==> src/rtl/apb_master_queue.sv <==
// apb_master_queue: per-master write-request FIFO that issues spaced single-cycle pulses to apb_interconnect.
// Optional feature: define APB_QUEUE_ADDR_CHECK_EN to drop and count requests addressed at or beyond NUM_SOURCES.
module apb_master_queue #(
    parameter int DATA_WIDTH  = 32,
    parameter int ADDR_WIDTH  = 6,
    parameter int NUM_SOURCES = 4,
    parameter int DEPTH       = 8,
    parameter int GAP_CYCLES  = 40
) (
    input  logic                       pclk,
    input  logic                       reset,
    input  logic                       wr_valid,
    output logic                       wr_ready,
    input  logic [DATA_WIDTH-1:0]      wr_data,
    input  logic [ADDR_WIDTH-1:0]      wr_addr,
    output logic                       master_valid,
    output logic [DATA_WIDTH-1:0]      master_data,
    output logic [ADDR_WIDTH-1:0]      dest_addr,
    output logic [$clog2(DEPTH+1)-1:0] count,
    output logic                       empty,
    output logic                       full,
    output logic                       addr_err,
    output logic [7:0]                 err_count
);

    localparam int PTR_W   = $clog2(DEPTH);
    localparam int CNT_W   = $clog2(DEPTH + 1);
    localparam int GAP_W   = (GAP_CYCLES > 1) ? $clog2(GAP_CYCLES) : 1;
    localparam int ENTRY_W = DATA_WIDTH + ADDR_WIDTH;

`ifdef APB_QUEUE_ADDR_CHECK_EN
    localparam bit ADDR_CHECK = 1'b1;
`else
    localparam bit ADDR_CHECK = 1'b0;
`endif

    typedef enum logic [1:0] {
        ST_IDLE  = 2'b00,
        ST_ISSUE = 2'b01,
        ST_GAP   = 2'b10
    } state_t;

    state_t               state_r;
    state_t               state_next_s;
    logic [ENTRY_W-1:0]   mem_r [DEPTH];
    logic [ENTRY_W-1:0]   head_s;
    logic [PTR_W-1:0]     wr_ptr_r;
    logic [PTR_W-1:0]     rd_ptr_r;
    logic [CNT_W-1:0]     count_r;
    logic [CNT_W-1:0]     count_next_s;
    logic                 empty_r;
    logic                 full_r;
    logic [GAP_W-1:0]     gap_cnt_r;
    logic                 gap_load_s;
    logic                 gap_dec_s;
    logic                 master_valid_r;
    logic [DATA_WIDTH-1:0] master_data_r;
    logic [ADDR_WIDTH-1:0] dest_addr_r;
    logic                 push_s;
    logic                 addr_ok_s;
    logic                 enq_s;
    logic                 pop_s;

    // Handshake completes whenever not full; out-of-range requests are swallowed only in the checking build.
    assign push_s    = wr_valid && !full_r;
    assign addr_ok_s = !ADDR_CHECK || (32'(wr_addr) < NUM_SOURCES);
    assign enq_s     = push_s && addr_ok_s;
    assign head_s    = mem_r[rd_ptr_r];

    // Next-state and control decode for the issue sequencer.
    always_comb begin
        state_next_s = state_r;
        pop_s        = 1'b0;
        gap_load_s   = 1'b0;
        gap_dec_s    = 1'b0;
        case (state_r)
            ST_IDLE: begin
                if (!empty_r) begin
                    state_next_s = ST_ISSUE;
                    pop_s        = 1'b1;
                end else begin
                    state_next_s = ST_IDLE;
                end
            end
            ST_ISSUE: begin
                state_next_s = ST_GAP;
                gap_load_s   = 1'b1;
            end
            ST_GAP: begin
                if (gap_cnt_r == {GAP_W{1'b0}}) begin
                    if (!empty_r) begin
                        state_next_s = ST_ISSUE;
                        pop_s        = 1'b1;
                    end else begin
                        state_next_s = ST_IDLE;
                    end
                end else begin
                    gap_dec_s = 1'b1;
                end
            end
            default: begin
                state_next_s = ST_IDLE;
            end
        endcase
    end

    // Occupancy update; a push and a pop on the same edge cancel out.
    always_comb begin
        count_next_s = count_r;
        case ({enq_s, pop_s})
            2'b10:   count_next_s = count_r + CNT_W'(1);
            2'b01:   count_next_s = count_r - CNT_W'(1);
            default: count_next_s = count_r;
        endcase
    end

    // Sequencer state, gap timer and issue pulse.
    always_ff @(posedge pclk or posedge reset) begin
        if (reset) begin
            state_r        <= ST_IDLE;
            gap_cnt_r      <= {GAP_W{1'b0}};
            master_valid_r <= 1'b0;
        end else begin
            state_r        <= state_next_s;
            master_valid_r <= (state_next_s == ST_ISSUE);
            if (gap_load_s) begin
                gap_cnt_r <= GAP_W'(GAP_CYCLES - 1);
            end else if (gap_dec_s) begin
                gap_cnt_r <= gap_cnt_r - GAP_W'(1);
            end
        end
    end

    // Pointers, occupancy and flags.
    always_ff @(posedge pclk or posedge reset) begin
        if (reset) begin
            wr_ptr_r <= {PTR_W{1'b0}};
            rd_ptr_r <= {PTR_W{1'b0}};
            count_r  <= {CNT_W{1'b0}};
            empty_r  <= 1'b1;
            full_r   <= 1'b0;
        end else begin
            if (enq_s) begin
                wr_ptr_r <= wr_ptr_r + PTR_W'(1);
            end
            if (pop_s) begin
                rd_ptr_r <= rd_ptr_r + PTR_W'(1);
            end
            count_r <= count_next_s;
            empty_r <= (count_next_s == {CNT_W{1'b0}});
            full_r  <= (count_next_s == CNT_W'(DEPTH));
        end
    end

    // Storage array; contents are don't-care until written, so no reset.
    always_ff @(posedge pclk) begin
        if (enq_s) begin
            mem_r[wr_ptr_r] <= {wr_addr, wr_data};
        end
    end

    // Payload presented to the interconnect changes only on the edge entering ISSUE.
    always_ff @(posedge pclk or posedge reset) begin
        if (reset) begin
            master_data_r <= {DATA_WIDTH{1'b0}};
            dest_addr_r   <= {ADDR_WIDTH{1'b0}};
        end else if (pop_s) begin
            master_data_r <= head_s[DATA_WIDTH-1:0];
            dest_addr_r   <= head_s[ENTRY_W-1:DATA_WIDTH];
        end
    end

`ifdef APB_QUEUE_ADDR_CHECK_EN
    logic       addr_err_r;
    logic [7:0] err_count_r;

    // Rejected-request pulse and saturating error tally.
    always_ff @(posedge pclk or posedge reset) begin
        if (reset) begin
            addr_err_r  <= 1'b0;
            err_count_r <= 8'h00;
        end else begin
            addr_err_r <= push_s && !addr_ok_s;
            if (push_s && !addr_ok_s && (err_count_r != 8'hFF)) begin
                err_count_r <= err_count_r + 8'h01;
            end
        end
    end

    assign addr_err  = addr_err_r;
    assign err_count = err_count_r;
`else
    assign addr_err  = 1'b0;
    assign err_count = 8'h00;
`endif

    assign wr_ready     = !full_r;
    assign master_valid = master_valid_r;
    assign master_data  = master_data_r;
    assign dest_addr    = dest_addr_r;
    assign count        = count_r;
    assign empty        = empty_r;
    assign full         = full_r;

endmodule

==> config.mk <==
export PLATFORM = sky130hd
export DESIGN_NAME = apb_master_queue
export DESIGN_NICKNAME = d
export VERILOG_FILES = /design/src/rtl/apb_master_queue.sv
export SDC_FILE = /design/constraint.sdc
export NUM_CORES = 1
export LEC_CHECK = 0
export BUFFER_PORTS_ARGS = -buffer_cell sky130_fd_sc_hd__buf_2
export CAP_MARGIN = 20
export CORE_MARGIN = 3
export CORE_UTILIZATION = 40
export CTS_CLUSTER_SIZE = 12
export DETAILED_ROUTE_END_ITERATION = 7
export PLACE_DENSITY = 0.6
export SYNTH_ARGS = -nofsm -noshare
export SYNTH_HDL_FRONTEND = slang
export SYNTH_SLANG_ARGS = --single-unit
==> constraint.sdc <==
create_clock -name pclk -period 12.3 [get_ports pclk]
set_input_delay 0 -clock pclk [delete_from_list [all_inputs] [get_ports pclk]]
set_output_delay 0 -clock pclk [all_outputs]
set_load 0.03 [all_outputs]
; After elaboration in Yosys (flattened, before gate mapping)
; Memory sizes are Yosys's and may differ from the RTL's. A register that Yosys moved wholly into a read port is not among the register bits.
; Index checks and enable logic that the tools add are counted.
[totals]
out_inout_bits = 55
n_memories = 1
input_bits = 41
register_bits = 21
mem_bits_rw = 304
wordCells = 40
[op_classes]
n_reduce_logical = 6
muxes = 14
eq_ne = 6
n_addsub = 5
[mem_list]
columns = memory, depth, width, read_ports, rd_ports_with_merged_regs, wr, line_no
row1 = mem_r, 8, 38, 1, 1, 1, 45  ; logic [ENTRY_W-1:0] mem_r [DEPTH];
[ops]
columns = op, count
row1 = two-way mux 6 bit, 2
row2 = two-way mux 1 bit, 8
row3 = case mux 4 bit (2 select lines), 1
row4 = "adder 3 x 1 -> 3 bit, second input constant", 2
row5 = "equality test 2 x 1 -> 1 bit, second input constant", 3
row6 = logical NOT 6 bit, 1
row7 = case mux 2 bit (3 select lines), 1
row8 = "subtractor 6 x 1 -> 6 bit, second input constant", 1
row9 = "adder 4 x 1 -> 4 bit, second input constant", 1
row10 = "equality test 2 bit, second input constant", 2
row11 = "equality test 4 bit, second input constant", 1
row12 = logical NOT 4 bit, 1
row13 = "subtractor 4 x 1 -> 4 bit, second input constant", 1
row14 = logical NOT 2 bit, 1
row15 = two-way mux 2 bit, 1
row16 = case mux 1 bit (2 select lines), 1
row17 = nonzero test 2 bit, 1
row18 = logical AND 1 bit, 1
row19 = logical NOT 1 bit, 1

; Logic depth before layout (Yosys ltp)
; Gate-level depths: netlist of the first run.
[depth]
word_depth = 6
depth_mapped = 12
ltp_nobuf = 12

; Worst setup path before layout of the first run
; No wires, ideal clock.
[synth_timing]
path_type = reg-to-reg
start = register full_r (netlist: full)
end = memory mem_r[0][0] (netlist bit), enable pin
period_less_slack_ns = 4.168
required_time_ns = 11.820
setup_time_ns = 0.480
path_stages_with_launch = 4
path_buffers = 0
setup_slack_ns = 8.132
arrival_time_ns = 3.687
path_cell_list = dfrtp_1 > nor2b_1 > nand2b_1 > nor3_1
[synth_via]
elab_chain_cells = 4
[synth_rtl]
columns = item, line_no
row1 = start: declaration, 52  ; logic full_r;
row2 = start signal: assignment, 151  ; full_r <= (count_next_s == CNT_W'(DEPTH));
row3 = logical NOT 1 bit, 65  ; assign push_s = wr_valid && !full_r;
row4 = logical AND 1 bit, 65
row5 = two-way mux 1 bit, 157  ; if (enq_s) begin
row6 = two-way mux 1 bit (implied by the code), 158  ; mem_r[wr_ptr_r] <= {wr_addr, wr_data};
row7 = end: declaration, 45
; No other way between the ends.

; Worst setup path in the final report of the first run
[layout_timing]
start = register gap_cnt_r[2]
end = register count_r[3] (netlist: count[3])
[layout_via]
elab_chain_cells = 5
word_cells_on_any_way = 6
classes_between = eq/ne: 2 / mux: 3 / reduce/logical: 1
[layout_rtl]
columns = item, line_no
row1 = start: declaration, 53  ; logic [GAP_W-1:0] gap_cnt_r;
row2 = start signal: assignment, 121  ; gap_cnt_r <= {GAP_W{1'b0}};
row3 = start signal: assignment, 127  ; gap_cnt_r <= GAP_W'(GAP_CYCLES - 1);
row4 = start signal: assignment, 129  ; gap_cnt_r <= gap_cnt_r - GAP_W'(1);
row5 = logical NOT 6 bit (*), 90  ; if (gap_cnt_r == {GAP_W{1'b0}}) begin
row6 = two-way mux 1 bit (*), 90
row7 = case mux 1 bit (2 select lines) (*), 76  ; case (state_r)
row8 = equality test 2 x 1 -> 1 bit / equality test 2 bit (equally long branches), 110  ; case ({enq_s, pop_s})
row9 = case mux 4 bit (2 select lines) (*), 110
row10 = named net count_next_s[3], 50  ; logic [CNT_W-1:0] count_next_s;
row11 = end signal: assignment, 139  ; count_r <= {CNT_W{1'b0}};
row12 = end signal: assignment, 149  ; count_r <= count_next_s;
row13 = end: declaration, 49  ; logic [CNT_W-1:0] count_r;
; The timed path passes the listed nets; every way through them passes the cells marked *.
; A chain may end at the register's enable or synchronous reset.

==> results.json, run 1 <==
{
  "yosysSeqAreaShare_pct": 76.4,
  "fin_area_um2": 16400,
  "maxSlewViolCount": 0,
  "hold_viol_final": 0,
  "reg2reg_slack_ns": 8.83,
  "cts_tree": "done",
  "rr_worst_depth": 9,
  "ys_warn_count": 0,
  "path_cells": "or3_2, o21ai_0, nand2_4, inv_1, ha_1, nand2b_1, o32a_1, o21a_2, or2_1",
  "path_class": "reg2reg",
  "dpl_cell_area_um2": 14900,
  "setup-violations-final": 0,
  "grt_pass1_vias": 6981,
  "synth_top_area_share_pct": 65.8,
  "holdPathStages": 2,
  "hold_end": "mem_r[3][12]",
  "firstDrtPassIters": 4,
  "remaining_drc_errors": 0,
  "slowest_delay_ns": 0.53,
  "multi_input_area_um2": 3120,
  "regToRegStartpoint": "gap_cnt_r[2]",
  "fin_total_pwr_w": 0.00403,
  "async_reset_ff_share_pct": 16.3,
  "synth_edf_count": 304,
  "synthTopCellsByArea": "edfxtp_1 66%, mux4_2 12%, dfrtp_1 10%, mux2i_1 2.7%, o21ai_0 1.5%",
  "antenna_found_initial": 1,
  "p_leak_nw": 5.76,
  "area_growth_pct": 18.5,
  "cts_buffer_depth": 3,
  "die-area_um2": 37000,
  "maxCapViolCount": 0,
  "num_vias": 6591,
  "wl_per_cell_um": 20.4,
  "path_clk_slew_ns": 0.06,
  "grt_pass1_wl_um": 41400,
  "yosys.area.top_type": "edfxtp_1",
  "crit_fanout": 81,
  "synthMostInstantiatedCell": "edfxtp_1",
  "ctsRootBufferMaster": "clkbuf_16",
  "numCtsBuffers": 39,
  "fill_cells": 2846,
  "start_util_pct": 41.0,
  "syn_inst": 693,
  "nets": 887,
  "cp.arrival_ns": 3.87,
  "htree_num_levels": 2,
  "core_um2": 33900,
  "drive_above_1_share_pct": 28.5,
  "ys_ff_latch": 363,
  "cts_resized": 0,
  "grt_max_degree": 82,
  "ys.flop_type": "edfxtp_1",
  "syn_avg_cell_area_um2": 20.0,
  "cp.buffers_inverters": 1,
  "hold_start": "wr_data[12]",
  "ys_top_cells_by_count": "304 x edfxtp_1, 76 x mux4_2, 58 x dfrtp_1",
  "antenna_left": 0,
  "path_delay_family": "simple AND/OR/NAND/NOR gates",
  "whs_ns": 0.291,
  "critPathRequiredTime_ns": 12.70,
  "drtIter0Drc": 358,
  "grt_util_all_layers_pct": 14.8,
  "max_freq_mhz": 288,
  "rsz0062_at_grt": "false",
  "wirelength_um": 26800,
  "crit_path_end_kind": "flop",
  "fp.dieH_um": 192,
  "synth_area_um2": 13900,
  "fin_crit_sh_pct": 28.2,
  "finalSetupTns_ns": 0,
  "cpMaxStageDelayCell": "or3_2",
  "die_x_um": 192,
  "clkSinkCount": 363,
  "viasPerCell": 5.00,
  "netlist-cell-type-count": 38,
  "fin_skew_ns": 0.0166,
  "hpwlAfterDp_um": 14200,
  "overflow": 0,
  "cp-start-kind": "flop",
  "clock_latency_ns": 0.52,
  "min_path_type": "in2reg",
  "r2r_end": "count[3]",
  "port_buffers": 86,
  "tightest_slew_ns": 0.892,
  "seqCellArea_um2": 10600,
  "power.density_nw_per_um2": 245,
  "peakVddDrop_v": 0.000158,
  "io_pins": 96,
  "relSlewSlack_pct": 40.5,
  "period_minus_slack_ns": 3.47,
  "placementRows": 67,
  "gp_congestion": 0.738,
  "outcome": "complete, no violations"
}
-- metal layers --
metal | routed length [µm] | vias up | track usage, %
met1 | 11900 | 3363 | 20.6
li1 | - | 3013 | -
met3 | 1710 | 37 | 2.78
met2 | 12800 | 178 | 24.4
met4 | 405 | 0 | 3.56
met5 | 0 | - | 0
-- metrics by stage --
| step | instances | utilization (%) | setup slack [ns] |
|---|---|---|---|
| floorplan | 701 | - | 8.13 |
| global placement | 1207 | 43.9 | 8.87 |
| detailed placement | 1207 | 43.9 | 8.82 |
| CTS | 1317 | 48.6 | 8.81 |
| global route | 1318 | 48.6 | 8.52 |
| finish | 1318 | 48.6 | 8.83 |
-- worst max path at each step --
stage / start / endpoint / slack, ns / depth (start not counted)
floorplan: full / mem_r[0][0] / 8.13 / 3
global placement: gap_cnt_r[2] / count[3] / 8.87 / 9
detailed placement: gap_cnt_r[2] / count[3] / 8.82 / 9
CTS: gap_cnt_r[2] / count[3] / 8.81 / 9
global route: gap_cnt_r[2] / count[3] / 8.52 / 10
finish: gap_cnt_r[2] / count[3] / 8.83 / 9
-- layout by cell type, fill, tap and decap left out, types with 2 or more instances in the layout --
master / n
xnor2_1: 10
o21ai_0: 42
clkbuf_16: 40
mux2i_1: 38
conb_1: 9
nand3_1: 2
buf_4: 11
clkbuf_1: 18
edfxtp_1: 304
xor2_1: 3
clkbuf_8: 5
nor3_2: 2
or3_2: 2
nor2b_1: 2
mux4_2: 76
clkinv_2: 3
inv_1: 10
buf_2: 86
clkinv_1: 2
nor3_1: 3
nand2b_1: 6
dfrtp_4: 3
dlygate4sd3_1: 40
dfrtp_1: 55
ha_1: 6
nor2_4: 6
nor2_1: 10
nand2_1: 54
-- area by class of cell --
cell class	instances	share of cell area, %
sequential	363	64.6
multi-input combinational	288	19.0
clock buffer	63	6.91
timing repair buffer	137	5.55
tap	448	3.41
clock inverter	7	0.304
inverter	11	0.259
antenna	1	0.0152
-- power by group --
group | internal (W) | switching (W)
Combinational | 0.000502 | 0.000644
Sequential | 0.00160 | 0.000204
Clock | 0.000633 | 0.000445
-- cell families (layout without fill, tap and decap cells) --
kind of cell             Yosys count  after routing  synth area share (%)
flip-flops                       363            363                  76.4
adder cells (fa/ha/maj)            6              6                 0.541
buffers and inverters             50            218                  1.77
AND/OR/NAND/NOR                   93             93                  2.96
XOR/XNOR                          13             13                 0.820
multiplexers                     116            116                  15.3
other                              1             10                0.0270
AO/OA/AOI/OAI                     51             51                  2.24
-- registers in the layout (all words and copies together), names as in the netlist --
| name | flops |
|---|---|
| mem_r | 304 |
| master_data | 32 |
| dest_addr | 6 |
| gap_cnt_r | 6 |
| count | 4 |
| rd_ptr_r | 3 |
| wr_ptr_r | 3 |
| state_r | 2 |
| empty | 1 |
| full | 1 |
| master_valid | 1 |
-- what timing repair did --
action                    CTS  global route
hold endpoints to repair  363             0
setup buffers               0             0
hold buffers               40             0
Power figures use the tool's default switching activity.
==> inputs of run 2 (changes only) <==
--- a/config.mk
+++ b/config.mk
@@ -11,7 +11,7 @@
 export CORE_UTILIZATION = 40
 export CTS_CLUSTER_SIZE = 12
 export DETAILED_ROUTE_END_ITERATION = 7
-export PLACE_DENSITY = 0.6
+export PLACE_DENSITY = 0.62
 export SYNTH_ARGS = -nofsm -noshare
 export SYNTH_HDL_FRONTEND = slang
 export SYNTH_SLANG_ARGS = --single-unit
==> constraint.sdc (replaced) <==
create_clock -name pclk -period 2.9 [get_ports pclk]
set_input_delay 0 -clock pclk [delete_from_list [all_inputs] [get_ports pclk]]
set_output_delay 0 -clock pclk [all_outputs]
set_load 0.03 [all_outputs]
==> results.json, run 2 (same netlist as run 1, synthesis figures left out) <==
{
  "clkPwrFrac_pct": 27.0,
  "path_class": "reg2reg",
  "peakVddDrop_v": 0.000909,
  "cp.buffers_inverters": 1,
  "firstDrtPassIters": 4,
  "fin_area_um2": 16700,
  "die-area_um2": 37000,
  "setup-violations-final": 0,
  "nets": 902,
  "largest_reg_flops": 304,
  "path_cells": "or3_2, o21ai_2, nand2_4, inv_1, ha_1, nand2b_1, o32a_1, o21a_2, or2_1",
  "cp-start-kind": "flop",
  "fin_crit_sh_pct": 94.1,
  "r2r_end": "count[3]",
  "clock_latency_ns": 0.53,
  "p_sw_share_pct": 32.0,
  "core_um2": 33900,
  "cts_buffer_depth": 3,
  "final_cell_mix": "304 x edfxtp_1, 86 x buf_2, 76 x mux4_2",
  "die_x_um": 192,
  "ctsRootBufferMaster": "clkbuf_16",
  "fin_total_pwr_w": 0.0175,
  "fp.dieH_um": 192,
  "max_freq_mhz": 367,
  "remaining_drc_errors": 0,
  "wl_per_cell_um": 20.7,
  "maxSlewViolCount": 0,
  "tightest_slew_ns": 0.862,
  "p_leak_nw": 5.88,
  "power_frac_comb_pct": 30.0,
  "rsz0062_at_grt": "false",
  "cp.arrival_ns": 3.13,
  "gp_congestion": 0.743,
  "antenna_left": 0,
  "clkSinkCount": 363,
  "hold_viol_final": 0,
  "path_clk_slew_ns": 0.06,
  "relSlewSlack_pct": 42.5,
  "io_pins": 96,
  "grt_max_degree": 81,
  "area_growth_pct": 20.1,
  "viasPerCell": 5.04,
  "post-place-ws_ns": 0.0960,
  "place_inst": 1222,
  "numCtsBuffers": 39,
  "stdcell_count": 1332,
  "reg2reg_slack_ns": 0.17,
  "outcome": "complete, no violations",
  "grt_util_all_layers_pct": 15.4,
  "num_vias": 6714,
  "multi_input_area_um2": 3140,
  "slowest_delay_ns": 0.52,
  "fin_skew_ns": 0.0216,
  "top_register": "mem_r",
  "drtIter0Drc": 394,
  "crit_fanout": 7,
  "placementRows": 67,
  "antenna_found_initial": 2,
  "diodes": 0,
  "cts_setup_buffers": 0,
  "seqCellArea_um2": 10600,
  "rr_worst_depth": 9,
  "hpwlAfterDp_um": 15600,
  "port_buffers": 86,
  "whs_ns": 0.161,
  "power.density_nw_per_um2": 1050,
  "grt_pass1_wl_um": 43000,
  "cpMaxStageDelayCell": "or3_2",
  "wirelength_um": 27600,
  "crit_path_end_kind": "flop",
  "overflow": 0,
  "htree_num_levels": 2,
  "layout_commonest_cell": "edfxtp_1",
  "critPathRequiredTime_ns": 3.30,
  "grt_pass1_vias": 7183,
  "path_delay_family": "simple AND/OR/NAND/NOR gates",
  "switchingPower_w": 0.00560,
  "sequentialPowerShare_pct": 42.9,
  "fill_cells": 2838,
  "min_path_type": "in2async",
  "dpl_cell_area_um2": 15000,
  "start_util_pct": 41.0,
  "drive_above_1_share_pct": 30.1,
  "maxCapViolCount": 0,
  "fin_ws_ns": 0.172,
  "period_minus_slack_ns": 2.73,
  "cts_tree": "done",
  "regToRegStartpoint": "gap_cnt_r[3]",
  "p_int_w": 0.0119
}
==> run 2: cell count changes in the layout (fill, tap and decap cells not counted), sizes merged <==
cell	change
clkbuf	-6
bufinv	+2
clkinv	+4
diode	-1
buf	+15
==> run 2: worst max path at each step <==
stage,startpoint,to,slack [ns],cells after the start
finish,gap_cnt_r[3],count[3],0.17,9
global route,gap_cnt_r[3],count[3],0.04,9
CTS,gap_cnt_r[3],count[3],0.03,9
detailed placement,gap_cnt_r[3],count[3],0.1,9
global placement,gap_cnt_r[3],count[3],0.14,9
floorplan,full,mem_r[6][0],-0.25,3
==> run 2: power groups by stage <==
stage               Sequential, W  Combinational (W)  Clock (W)
floorplan                 0.00785            0.00340          0
global placement          0.00760            0.00527          0
detailed placement        0.00763            0.00532          0
CTS                       0.00753            0.00539    0.00485
global route              0.00764            0.00578    0.00506
finish                    0.00751            0.00526    0.00473
==> run 2: worst min-delay path, stage by stage <==
cell	delay (ns)
dlygate4sd3_1	0.53
buf_2	0.12
clkinv_2	0.54
==> run 2: repair_timing <==
action                                  in CTS  in global routing
endpoints found under the setup margin       0                  3
hold buffers                                40                  0
hold endpoints to repair                   343                  0
gates resized for setup                      0                  2
==> run 2: routing by layer <==
metal / up-vias / global-route usage [%] / wire length, µm
met2: 145 / 24.5 / 13200
met1: 3465 / 22.3 / 12700
met5: - / 0 / 21
li1: 3051 / - / -
met3: 49 / 2.71 / 1180
met4: 4 / 4.03 / 540
==> run 2: through the flow <==
stage | util (%) | setup TNS, ns
after floorplan | - | -62.09
after global placement | 44.4 | 0
after detailed placement | 44.4 | 0
after CTS | 49.2 | 0
after global routing | 49.2 | 0
final | 49.2 | 0
==> run 2: area by class of cell <==
type	count	area share [%]
tap	448	3.36
inverter	11	0.255
clock inverter	13	0.765
timing repair buffer	152	6.53
clock buffer	57	6.57
multi-input combinational	288	18.8
sequential	363	63.7
==> inputs of run 3 (changes only) <==
--- a/config.mk
+++ b/config.mk
@@ -8,10 +8,11 @@
 export BUFFER_PORTS_ARGS = -buffer_cell sky130_fd_sc_hd__buf_2
 export CAP_MARGIN = 20
 export CORE_MARGIN = 3
-export CORE_UTILIZATION = 40
+export CORE_UTILIZATION = 54
 export CTS_CLUSTER_SIZE = 12
 export DETAILED_ROUTE_END_ITERATION = 7
-export PLACE_DENSITY = 0.62
+export PLACE_DENSITY = 0.75
+export SKIP_CTS_REPAIR_TIMING = 1
 export SYNTH_ARGS = -nofsm -noshare
 export SYNTH_HDL_FRONTEND = slang
 export SYNTH_SLANG_ARGS = --single-unit
==> results.json, run 3 (same netlist as run 1, synthesis figures left out) <==
{
  "antenna_found_initial": 0,
  "gp_congestion": 0.809,
  "fin_skew_ns": 0.0142,
  "path_clk_slew_ns": 0.06,
  "whs_ns": -0.0200,
  "die-area_um2": 27700,
  "hold_viol_final": 1,
  "regToRegStartpoint": "gap_cnt_r[0]",
  "place_inst": 1103,
  "antenna_left": 0,
  "grt.met1_usage_pct": 26.0,
  "overflow": 0,
  "ctsRootBufferMaster": "clkbuf_16",
  "placementRows": 58,
  "stdcell_count": 1212,
  "remaining_drc_errors": 0,
  "power_frac_comb_pct": 31.0,
  "gr-usage-met3_pct": 4.28,
  "wirelength_um": 26500,
  "nets": 899,
  "critPathRequiredTime_ns": 3.30,
  "htree_num_levels": 2,
  "min_path_type": "in2reg",
  "crit_fanout": 4,
  "outcome": "finished with violations",
  "cts_buffer_depth": 3,
  "maxSlewViolCount": 0,
  "clkSinkCount": 363,
  "switchingPower_w": 0.00556,
  "grt_pass1_vias": 7282,
  "rsz0062_at_grt": "false",
  "hold_start": "wr_valid",
  "port_buffers": 86,
  "start_util_pct": 55.0,
  "grt_max_degree": 81,
  "period_minus_slack_ns": 2.65,
  "cp.arrival_ns": 3.05,
  "power.density_nw_per_um2": 1050,
  "core_um2": 25300,
  "drive_above_1_share_pct": 29.7,
  "cts_tree": "done",
  "grt_pass1_wl_um": 41700,
  "die_x_um": 166,
  "top_register": "mem_r",
  "maxCapViolCount": 0,
  "relSlewSlack_pct": 45.5,
  "cp-start-kind": "flop",
  "numCtsBuffers": 38,
  "viasPerCell": 5.64,
  "layout_commonest_cell": "edfxtp_1",
  "top_usage_layer": "met2",
  "crit_path_end_kind": "flop",
  "wl_per_cell_um": 21.9,
  "final_cell_mix": "304 x edfxtp_1, 86 x buf_2, 76 x mux4_2",
  "setup-violations-final": 0,
  "grt_util_all_layers_pct": 19.5,
  "p_sw_share_pct": 32.1,
  "fp.dieH_um": 166,
  "io_pins": 96,
  "sequentialPowerShare_pct": 43.1,
  "peakVddDrop_v": 0.000688,
  "setup.worst_path.start": "gap_cnt_r[0]",
  "grtUsageMet2_pct": 33.4,
  "fill_cells": 1672,
  "num_vias": 6834,
  "max_freq_mhz": 377,
  "hpwlAfterDp_um": 15300,
  "diodes": 0,
  "clock_latency_ns": 0.52,
  "clkPwrFrac_pct": 25.8,
  "firstDrtPassIters": 5,
  "area_growth_pct": 18.6,
  "p_leak_nw": 5.84,
  "fin_crit_sh_pct": 91.5,
  "failed_checks": "hold timing",
  "drtIter0Drc": 527,
  "largest_reg_flops": 304,
  "tightest_slew_ns": 0.817,
  "fin_total_pwr_w": 0.0173,
  "p_int_w": 0.0117,
  "path_class": "reg2reg"
}
[run 3: cell type report]
cell class                      count  area [µm²]  area share [%]
Sequential cell                   363       10600            64.5
Multi-Input combinational cell    288        3160            19.2
Clock buffer                       62        1110            6.76
Timing Repair Buffer              150        1070            6.50
Tap cell                          330         413            2.51
Clock inverter                      8        53.8           0.327
Inverter                           11        41.3           0.251
[run 3: layer usage]
layer  routed length [µm]  share of wire, %
met1                10600                40
met2                13700                52
met3                 1740               6.5
met4                  475               1.8
met5                    0                 0
[run 3: final timing paths]
| check | to | slack (ns) | cells after the start |
|---|---|---|---|
| max | full | 0.25 | 11 |
| min | wr_ptr_r[1] | -0.02 | 4 |
| max reg2reg | full | 0.25 | 11 |
| min reg2reg | master_data[0] | 0.47 | 2 |
| max in group asynchronous | empty | 1.96 | 4 |
| min in group asynchronous | master_data[29] | 0.16 | 3 |
[run 3: critical path: stages, from the launching register on]
cell,delay [ns]
dfrtp_1,0.41
inv_1,0.12
ha_1,0.21
nand2b_4,0.10
a2111oi_4,0.52
xnor2_1,0.12
ha_1,0.20
a21oi_1,0.24
xnor2_1,0.18
xnor2_1,0.11
a21oi_2,0.17
o21ba_1,0.16
[run 3: per-stage QoR]
step	hold WS, ns	utilization, %	TNS, ns	setup slack [ns]	instance area, µm²
final	-0.0200	65.2	0	0.246	16500
after floorplan	0.0989	-	-62.09	-0.252	13900
after global routing	0.00972	65.2	0	0.0948	16500
after detailed placement	0.156	58.9	0	0.00312	14900
after global placement	0.141	58.9	0	0.160	14900
after CTS	-0.388	63.6	-0.0202	-0.0202	16100
[run 3: power by group through the flow]
| stage | registers (W) | clock network, W | logic [W] |
|---|---|---|---|
| floorplan | 0.00785 | 0 | 0.00340 |
| finish | 0.00746 | 0.00447 | 0.00537 |
| global route | 0.00758 | 0.00478 | 0.00583 |
| global placement | 0.00747 | 0 | 0.00520 |
| CTS | 0.00747 | 0.00456 | 0.00539 |
| detailed placement | 0.00755 | 0 | 0.00536 |
